===== src/rtl/rfin_rx_pkg.sv =====
// Shared defaults and FSM state encoding for the RF pulse packet receiver.
package rfin_rx_pkg;

  localparam int DEF_PACKET_SIZE   = 24;
  localparam int DEF_PREAMBLE_BITS = 8;
  localparam int DEF_NOM_PERIOD    = 10000;
  localparam int DEF_TOL           = 2500;
  localparam int DEF_CNT_W         = 16;

  typedef enum logic [1:0] {
    ST_IDLE     = 2'd0,
    ST_PREAMBLE = 2'd1,
    ST_DATA     = 2'd2,
    ST_LATCH    = 2'd3
  } rx_state_e;

endpackage


===== src/rtl/rfin_sync_edge.sv =====
// Two-flop synchronizer for the asynchronous RF pulse input, followed by a
// rising-edge detector. The edge pulse is valid for the cycle after the
// second synchronizer stage captures the rise.
module rfin_sync_edge (
  input  logic clk_sys,
  input  logic rst_b,
  input  logic din,
  output logic edge_pulse
);

  logic [2:0] sh_q;

  // Shift the raw input through two sync stages plus one history stage.
  always_ff @(posedge clk_sys or negedge rst_b) begin
    if (!rst_b) begin
      sh_q <= '0;
    end else begin
      sh_q <= {sh_q[1:0], din};
    end
  end

  assign edge_pulse = sh_q[1] & ~sh_q[2];

endmodule


===== src/rtl/rfin_packet_rx.sv =====
// RF pulse packet receiver: locks on a run of '1' slots, tracks the slot
// period, decodes pulse/no-pulse slots into bits and latches whole packets
// into a byte buffer that is drained one byte per read strobe.
//
// state       | meaning
// ------------+-------------------------------------------------------
// ST_IDLE     | waiting for the first pulse of a preamble
// ST_PREAMBLE | counting in-window preamble pulses, refining period p
// ST_DATA     | decoding payload bits against the tracked period
// ST_LATCH    | one cycle: copy shift register into the read buffer
module rfin_packet_rx
  import rfin_rx_pkg::*;
#(
  parameter int PACKET_SIZE   = DEF_PACKET_SIZE,
  parameter int PREAMBLE_BITS = DEF_PREAMBLE_BITS,
  parameter int NOM_PERIOD    = DEF_NOM_PERIOD,
  parameter int TOL           = DEF_TOL,
  parameter int CNT_W         = DEF_CNT_W
) (
  input  logic       i_PCLK,
  input  logic       i_PRESETn,
  input  logic       rfin,
  input  logic       i_rx_en,
  input  logic       i_rd,
  output logic [7:0] o_rx_byte,
  output logic       o_pkt_rec,
  output logic       o_err
);

  localparam int NBYTES = PACKET_SIZE / 8;
  localparam int PTR_W  = (NBYTES > 1) ? $clog2(NBYTES) : 1;
  localparam int ONES_W = $clog2(PREAMBLE_BITS + 1);
  localparam int BIT_W  = $clog2(PACKET_SIZE + 1);

  localparam logic [CNT_W-1:0] NOM_C    = CNT_W'(NOM_PERIOD);
  localparam logic [CNT_W-1:0] PRE_LO   = CNT_W'(NOM_PERIOD - TOL);
  localparam logic [CNT_W-1:0] PRE_HI   = CNT_W'(NOM_PERIOD + TOL);
  localparam logic [CNT_W-1:0] TOL_C    = CNT_W'(TOL);
  localparam logic [CNT_W:0]   TOL_X    = (CNT_W + 1)'(TOL);
  localparam logic [PTR_W-1:0] LAST_PTR = PTR_W'(NBYTES - 1);

  rx_state_e                state_q;
  logic [CNT_W-1:0]         cnt_q;
  logic [CNT_W-1:0]         p_q;
  logic [ONES_W-1:0]        ones_q;
  logic [BIT_W-1:0]         bitcnt_q;
  logic [PACKET_SIZE-1:0]   shreg_q;
  logic [PACKET_SIZE-1:0]   buf_q;
  logic [PTR_W-1:0]         rd_ptr_q;
  logic                     pkt_rec_q;
  logic                     err_q;

  logic                     edge_evt;
  logic [CNT_W-1:0]         cnt_inc;
  logic signed [CNT_W:0]    p_s;
  logic signed [CNT_W:0]    p_diff;
  logic signed [CNT_W:0]    p_adj;
  logic [CNT_W-1:0]         p_upd;
  logic                     pre_in_win;
  logic                     pre_late;
  logic                     data_early;
  logic                     data_timeout;
  logic                     rd_ok;

  rfin_sync_edge u_sync (
    .clk_sys    (i_PCLK),
    .rst_b      (i_PRESETn),
    .din        (rfin),
    .edge_pulse (edge_evt)
  );

  // Slot-window decisions, period-tracking update and read qualification.
  always_comb begin
    cnt_inc      = (cnt_q == '1) ? cnt_q : cnt_q + 1'b1;
    p_s          = $signed({1'b0, p_q});
    p_diff       = $signed({1'b0, cnt_q}) - p_s;
    p_adj        = p_s + (p_diff >>> 2);
    // A negative estimate cannot occur with sane parameters; clamp anyway.
    p_upd        = p_adj[CNT_W] ? '0 : p_adj[CNT_W-1:0];
    pre_in_win   = (cnt_q >= PRE_LO) && (cnt_q <= PRE_HI);
    pre_late     = cnt_q > PRE_HI;
    data_early   = ({1'b0, cnt_q} + TOL_X) < {1'b0, p_q};
    data_timeout = {1'b0, cnt_q} == ({1'b0, p_q} + TOL_X);
    // A read landing on the latch cycle is dropped: the new packet wins.
    rd_ok        = i_rd && pkt_rec_q && (state_q != ST_LATCH);
  end

  // Receive FSM, read pointer and registered status outputs.
  always_ff @(posedge i_PCLK or negedge i_PRESETn) begin
    if (!i_PRESETn) begin
      state_q   <= ST_IDLE;
      cnt_q     <= '0;
      p_q       <= NOM_C;
      ones_q    <= '0;
      bitcnt_q  <= '0;
      shreg_q   <= '0;
      buf_q     <= '0;
      rd_ptr_q  <= '0;
      pkt_rec_q <= 1'b0;
      err_q     <= 1'b0;
    end else begin
      err_q <= 1'b0;

      if (rd_ok) begin
        if (rd_ptr_q == LAST_PTR) begin
          rd_ptr_q  <= '0;
          pkt_rec_q <= 1'b0;
        end else begin
          rd_ptr_q <= rd_ptr_q + 1'b1;
        end
      end

      if (!i_rx_en) begin
        // Disabling drops any packet in flight, including one about to latch.
        state_q  <= ST_IDLE;
        cnt_q    <= '0;
        p_q      <= NOM_C;
        ones_q   <= '0;
        bitcnt_q <= '0;
        shreg_q  <= '0;
      end else begin
        case (state_q)
          ST_IDLE: begin
            if (edge_evt) begin
              state_q <= ST_PREAMBLE;
              ones_q  <= ONES_W'(1);
              cnt_q   <= '0;
              p_q     <= NOM_C;
            end
          end

          ST_PREAMBLE: begin
            cnt_q <= cnt_inc;
            if (edge_evt) begin
              cnt_q <= '0;
              if (pre_in_win) begin
                p_q    <= p_upd;
                ones_q <= ones_q + 1'b1;
                if (ones_q == ONES_W'(PREAMBLE_BITS - 1)) begin
                  state_q  <= ST_DATA;
                  bitcnt_q <= '0;
                  shreg_q  <= '0;
                end
              end else begin
                // Off-grid pulse: treat it as the start of a new preamble.
                ones_q <= ONES_W'(1);
                p_q    <= NOM_C;
              end
            end else if (pre_late) begin
              state_q <= ST_IDLE;
              cnt_q   <= '0;
              ones_q  <= '0;
            end
          end

          ST_DATA: begin
            cnt_q <= cnt_inc;
            if (edge_evt && data_early) begin
              err_q    <= 1'b1;
              state_q  <= ST_IDLE;
              cnt_q    <= '0;
              ones_q   <= '0;
              bitcnt_q <= '0;
              shreg_q  <= '0;
            end else if (edge_evt || data_timeout) begin
              shreg_q  <= {shreg_q[PACKET_SIZE-2:0], edge_evt};
              // A missing pulse re-anchors on where it should have been.
              cnt_q    <= edge_evt ? '0 : TOL_C;
              bitcnt_q <= bitcnt_q + 1'b1;
              if (bitcnt_q == BIT_W'(PACKET_SIZE - 1)) begin
                state_q <= ST_LATCH;
              end
            end
          end

          ST_LATCH: begin
            buf_q     <= shreg_q;
            rd_ptr_q  <= '0;
            pkt_rec_q <= 1'b1;
            if (pkt_rec_q) begin
              err_q <= 1'b1;
            end
            state_q  <= ST_IDLE;
            cnt_q    <= '0;
            ones_q   <= '0;
            bitcnt_q <= '0;
            shreg_q  <= '0;
          end

          default: state_q <= ST_IDLE;
        endcase
      end
    end
  end

  // Present the buffer byte selected by the read pointer; byte 0 is oldest.
  always_comb begin
    o_rx_byte = '0;
    for (int i = 0; i < NBYTES; i++) begin
      if (rd_ptr_q == PTR_W'(i)) begin
        o_rx_byte = buf_q[PACKET_SIZE-1-8*i -: 8];
      end
    end
  end

  assign o_pkt_rec = pkt_rec_q;
  assign o_err     = err_q;

endmodule


===== config.mk =====
export PLATFORM = sky130hd
export DESIGN_NAME = rfin_packet_rx
export DESIGN_NICKNAME = d
export VERILOG_FILES = /design/src/rtl/rfin_rx_pkg.sv /design/src/rtl/rfin_sync_edge.sv /design/src/rtl/rfin_packet_rx.sv
export SDC_FILE = /design/constraint.sdc
export NUM_CORES = 1
export LEC_CHECK = 0
export CAP_MARGIN = 20
export CORE_MARGIN = 5
export CORE_UTILIZATION = 45
export CTS_CLUSTER_SIZE = 12
export DETAILED_ROUTE_END_ITERATION = 10
export HOLD_SLACK_MARGIN = 0.1
export PLACE_DENSITY = 0.66
export SKIP_LAST_GASP = 1
export SYNTH_ARGS = -nofsm -noshare
export SYNTH_HDL_FRONTEND = slang
export SYNTH_SLANG_ARGS = --single-unit

===== constraint.sdc =====
create_clock -name i_PCLK -period 4.1 [get_ports i_PCLK]
set_input_delay 1.23 -clock i_PCLK [delete_from_list [all_inputs] [get_ports i_PCLK]]
set_output_delay 1.23 -clock i_PCLK [all_outputs]
set_load 0.01 [all_outputs]

# Word-level counts from Yosys, hierarchy flattened
# Cells that the tools add are included.
# word_totals
inputBits,5
register_bits,98
# op_classes
addsub,8
n_lt_le_gt_ge,4
n_eq_ne,22
muxes,61
reduce_logical,12
bitwise_logic,2
# op_table
operator,count
$mux 16,12
$mux 24,6
$pmux 24 s3,1
$pmux 16 s4,1
$add 16x12->17 const B,2
$pmux 16 s2,1
$mux 5,6
$mux 2,13
$mux 4,6
$mux 8,3
$ne 4x4->1 const B,5
$add 17x15->17,1
$eq 16x17->1,1
$lt 17x16->1,1
$sub 16x16->17,1
$add 16x1->16 const B,1
$eq 16x16->1 const B,1
$ge 16x13->1 const B,1
$gt 16x14->1 const B,1
$le 16x14->1 const B,1
$pmux 4 s4,1
$ne 3x3->1 const B,5
$pmux 5 s3,1
$mux 12,1
other kinds (22),36

# Depth between registers and ports, before layout
# logic_depth
depth_word,7
depth_mapped,20

# Modules after synthesis
# Synthesis repeated with hierarchy kept, for this count alone.
# unflattened
cells_unflattened,742
hier_area_um2,7046.8
# by_module_without_submodules
module,seq_area_each_um2,n_inst,area_per_inst_um2,cells_each
rfin_packet_rx,2383.5,1,6957.9,738
rfin_sync_edge,75.1,1,88.8,4

# Worst setup path before layout
# No wires, ideal clock.
# synth_path
path_kind,reg2reg
startpoint,register p_q[4]
endpoint,register p_q[0]
setup_ps,66
arrival_time_ps,4133
required_ps,4034
synth_period_minus_slack_ps,4199
path_buffers,1
stages_incl_launch_ff,21
setup_slack_ps,-99
path_cell_list,dfstp_2 > inv_1 > ha_1 > o21a_1 > o21ai_0 > a21oi_1 > o21ai_0 > nand2b_1 > a21oi_1 > o21ai_0 > xor2_1 > ha_1 > a21o_1 > a221oi_1 > a21oi_1 > o21ai_0 > a21oi_1 > xnor2_1 > nor2b_1 > buf_2 > a22o_1
# synth_via
elab_chain_len,7
# synth_lines
item,line,rtl
"start, declared",rfin_packet_rx.sv:44,logic [CNT_W-1:0] p_q;
"start signal, assigned",rfin_packet_rx.sv:137,p_q <= p_upd;
$sub 16x16->17,rfin_packet_rx.sv:76,"p_diff = $signed({1'b0, cnt_q}) - p_s;"
$add 17x15->17 (*),rfin_packet_rx.sv:77,p_adj = p_s + (p_diff >>> 2);
$mux 16 (*),rfin_packet_rx.sv:79,p_upd = p_adj[CNT_W] ? '0 : p_adj[CNT_W-1:0];
$mux 16 (*),rfin_packet_rx.sv:136,if (pre_in_win) begin
$mux 16 (*),rfin_packet_rx.sv:134,if (edge_evt) begin
$pmux 16 s2 (*),rfin_packet_rx.sv:122,case (state_q)
$mux 16 (*),rfin_packet_rx.sv:113,if (!i_rx_en) begin
# Every way passes the cells marked *; elsewhere a longest branch is shown, timed or not. The select of a mux whose other input is x is not followed.
# A chain may end at the register's enable or synchronous reset.

# Worst setup path after layout
# layout_path
startpoint,register p_q[1]
endpoint,register p_q[12]
# The elaborated chain is that of the path after synthesis.

==> reports/metrics.cfg <==
[status]
status = finished clean

[power_and_ir_drop]
p_leak_nw = 3.79
p_total_w = 0.00202
power.density_nw_per_um2 = 239
peakVddDrop_v = 0.000171

[sta]
slew_headroom = 0.497
clock_skew_ns = 0.0124
finalSetupViolCount = 0
hold_viol_final = 0
fmax_mhz = 252
setup_tns_ns = 0
slew_viol_final = 0
tightest_slew_ns = 0.754
rsz0062_at_grt = yes
finalCritPeriodShare = 0.969
min_period_ns = 3.97

[layout]
fillCellCount = 1430
diodes = 0
synthToLayoutAreaGrowth_pct = 19.1
ff_latch_area_um2 = 2460
multi_input_area_um2 = 4420
design_area_um2 = 8440
layout.nets = 951
drive_above_1_share = 0.182
most-common-layout-cells = dfrtp_1, buf_4, nand2_1
layout_commonest_cell = dfrtp_1

[synth]
yosysTopAreaCell = dfrtp_1
yosysWarnings = 0
synthFlopType = dfrtp_1
syn_inst = 808
yosysTopAreaCellShare = 0.329
synth.avg_cell_area_um2 = 8.77
ys_seq_elements = 98
async_flop_share = 1.00
synth_edf_count = 0
synth.distinct_cells = 68
syn-num-nets = 874
synth_area_leaders = dfrtp_1, ha_1, a21oi_1
yosysSeqAreaShare = 0.347
synth.cell_area_um2 = 7080

[clock_tree]
clock-sinks = 98
clk_latency_ns = 0.36
clock_path_buffers = 2
cts_tree = done
hold_buffers = 0
cts_max_level = 3
clk_pin_slew_ns = 0.08
cts_buffers = 9
root_buffer = clkbuf_16
cts_setup_buffers = 0

[setup_path]
cp-start-kind = flip-flop
cp_data_required_time_ns = 4.39
endpoint_kind = flip-flop
crit_arrival_ns = 4.27
worstSetupPathType = flip-flop to flip-flop
worst-path-max-fanout = 6

[floorplanning]
die_x_um = 135
rows = 45
io_pins = 15
die_y_um = 135
coreArea_um2 = 15300
die-area_um2 = 18300
start_util = 0.462

[global_route]
grt_pass1_vias = 5924
grt_pass1_wl_um = 30300
grt-ovfl-total = 0
grt_usage = 0.204
grt_max_degree = 59
antenna_found_initial = 0

[route]
vias = 6164
wl_per_cell_um = 16.5
initialDrtViolationCount = 434
ant_nets = 0
drc = 0
dr.pass1.iters = 5
wl_um = 18200
via_per_inst = 5.60

[placed_design]
dp_hpwl_um = 13500
place_area_um2 = 8030
port_buffers = 14
routabilityCongestion = 0.861

[hold_path]
min_path_type = flip-flop to flip-flop

[flow_run]
maxCapViolCount = 0

[per-stage QoR]
| stage | worst slack [ns] | hold slack [ns] | cells | util |
|---|---|---|---|---|
| finish | 0.127 | 0.354 | 1101 | 0.551 |
| CTS | 0.0269 | 0.358 | 1100 | 0.545 |
| floorplan | 0.0342 | 0.331 | 808 | - |
| global placement | -0.321 | 0.335 | 1084 | 0.524 |
| detailed placement | -0.399 | 0.340 | 1084 | 0.524 |
| global route | -0.0562 | 0.373 | 1101 | 0.551 |
[flip-flops by register name, summed over array words and instances, names as in the netlist]
name and cells:
bitcnt_q 5, buf_q 24, cnt_q 16, o_err 1, o_pkt_rec 1, ones_q 4, p_q 16, rd_ptr_q 2
shreg_q 24, state_q 2, u_sync.sh_q 3
[per-layer routing]
metal,global-route usage,share of wire,wire [um]
met1,0.309,0.51,9210
met2,0.302,0.44,8040
met3,0.0305,0.035,638
met4,0.0554,0.016,290
met5,0,0,0
[critical path, stage by stage, from the launching register on]
cell and delay, ns:
dfrtp_1 0.36, inv_1 0.06, ha_1 0.29, nor2b_4 0.14, o311ai_4 0.29, a21oi_2 0.11
o21ai_1 0.15, nand2b_1 0.10, a21oi_2 0.22, o21ai_1 0.11, xor2_1 0.18, ha_1 0.33
a21o_1 0.18, a221oi_2 0.28, a21oi_2 0.09, o21ai_2 0.15, a21oi_2 0.09, xnor2_2 0.26
nor2b_4 0.32, a32o_1 0.20
[path summary, 6_finish.rpt]
check	startpoint	to	slack, ns	cells after the start
setup reg to reg	p_q[1]$_DFFE_PN0P_	p_q[12]$_DFFE_PN0P_	0.13	19
hold / removal	u_sync.sh_q[0]$_DFF_PN0_	u_sync.sh_q[1]$_DFF_PN0_	0.35	0
min in group asynchronous	i_PRESETn	cnt_q[0]$_DFFE_PN0N_	0.90	1
max in group asynchronous	i_PRESETn	p_q[13]$_DFFE_PN1P_	2.30	3
setup / recovery	p_q[1]$_DFFE_PN0P_	p_q[12]$_DFFE_PN0P_	0.13	19
hold reg to reg	u_sync.sh_q[0]$_DFF_PN0_	u_sync.sh_q[1]$_DFF_PN0_	0.35	0
[area by class of cell]
cell class	count	area share
Clock inverter	7	0.00964
Multi-Input combinational cell	633	0.524
Timing Repair Buffer	105	0.100
Sequential cell	98	0.291
Inverter	38	0.0169
Tap cell	211	0.0313
Clock buffer	9	0.0267
[synth_stat cells (all sizes together), types with 3 or more instances]
cell type and n:
nand4 6, a21oi 62, nor2b 7, dfrtp 93, buf 13, nor3 13, or2 3, o21ai 71
o211ai 6, nand2 73, nand3 58, a211oi 4, o21a 4, dfstp 5, nand2b 10, nor2 52
ha 60, o22ai 5, nor4 6, a311oi 3, and3 7, a2bb2oi 4, nand3b 4, a21o 12
o31ai 7, mux2 24, a41oi 4, xnor2 35, a211o 3, a2111oi 4, a22o 10, xor2 18
inv 36, a31oi 9, a221oi 3, or4 3, mux2i 12, or3 4, clkbuf 27
[logic make-up (layout without fill, tap and decap cells)]
| group | count (synthesis) | count (layout) | synth area share |
|---|---|---|---|
| and+or+nand+nor | 253 | 254 | 0.170 |
| AOI/OAI and AO/OA | 229 | 229 | 0.208 |
| DFF | 98 | 98 | 0.347 |
| buffers and inverters | 78 | 159 | 0.0454 |
| adders and majority gates | 61 | 61 | 0.109 |
| xor gates and xnor gates | 53 | 53 | 0.0655 |
| muxes | 36 | 36 | 0.0551 |
[timing repair]
action | 4_1_cts | 5_1_grt
gates resized for setup | 2 | 19
setup endpoints to repair | 11 | 40
pin swaps | 0 | 14
cloned | 0 | 1
[power by group]
group | switching [W] | internal, W | leakage [nW]
clock | 0.000435 | 0.000436 | 0.150
combinational | 0.000110 | 0.0000500 | 2.30
sequential | 0.0000135 | 0.000973 | 1.34
Note: power is estimated with default switching activity, not from simulation.
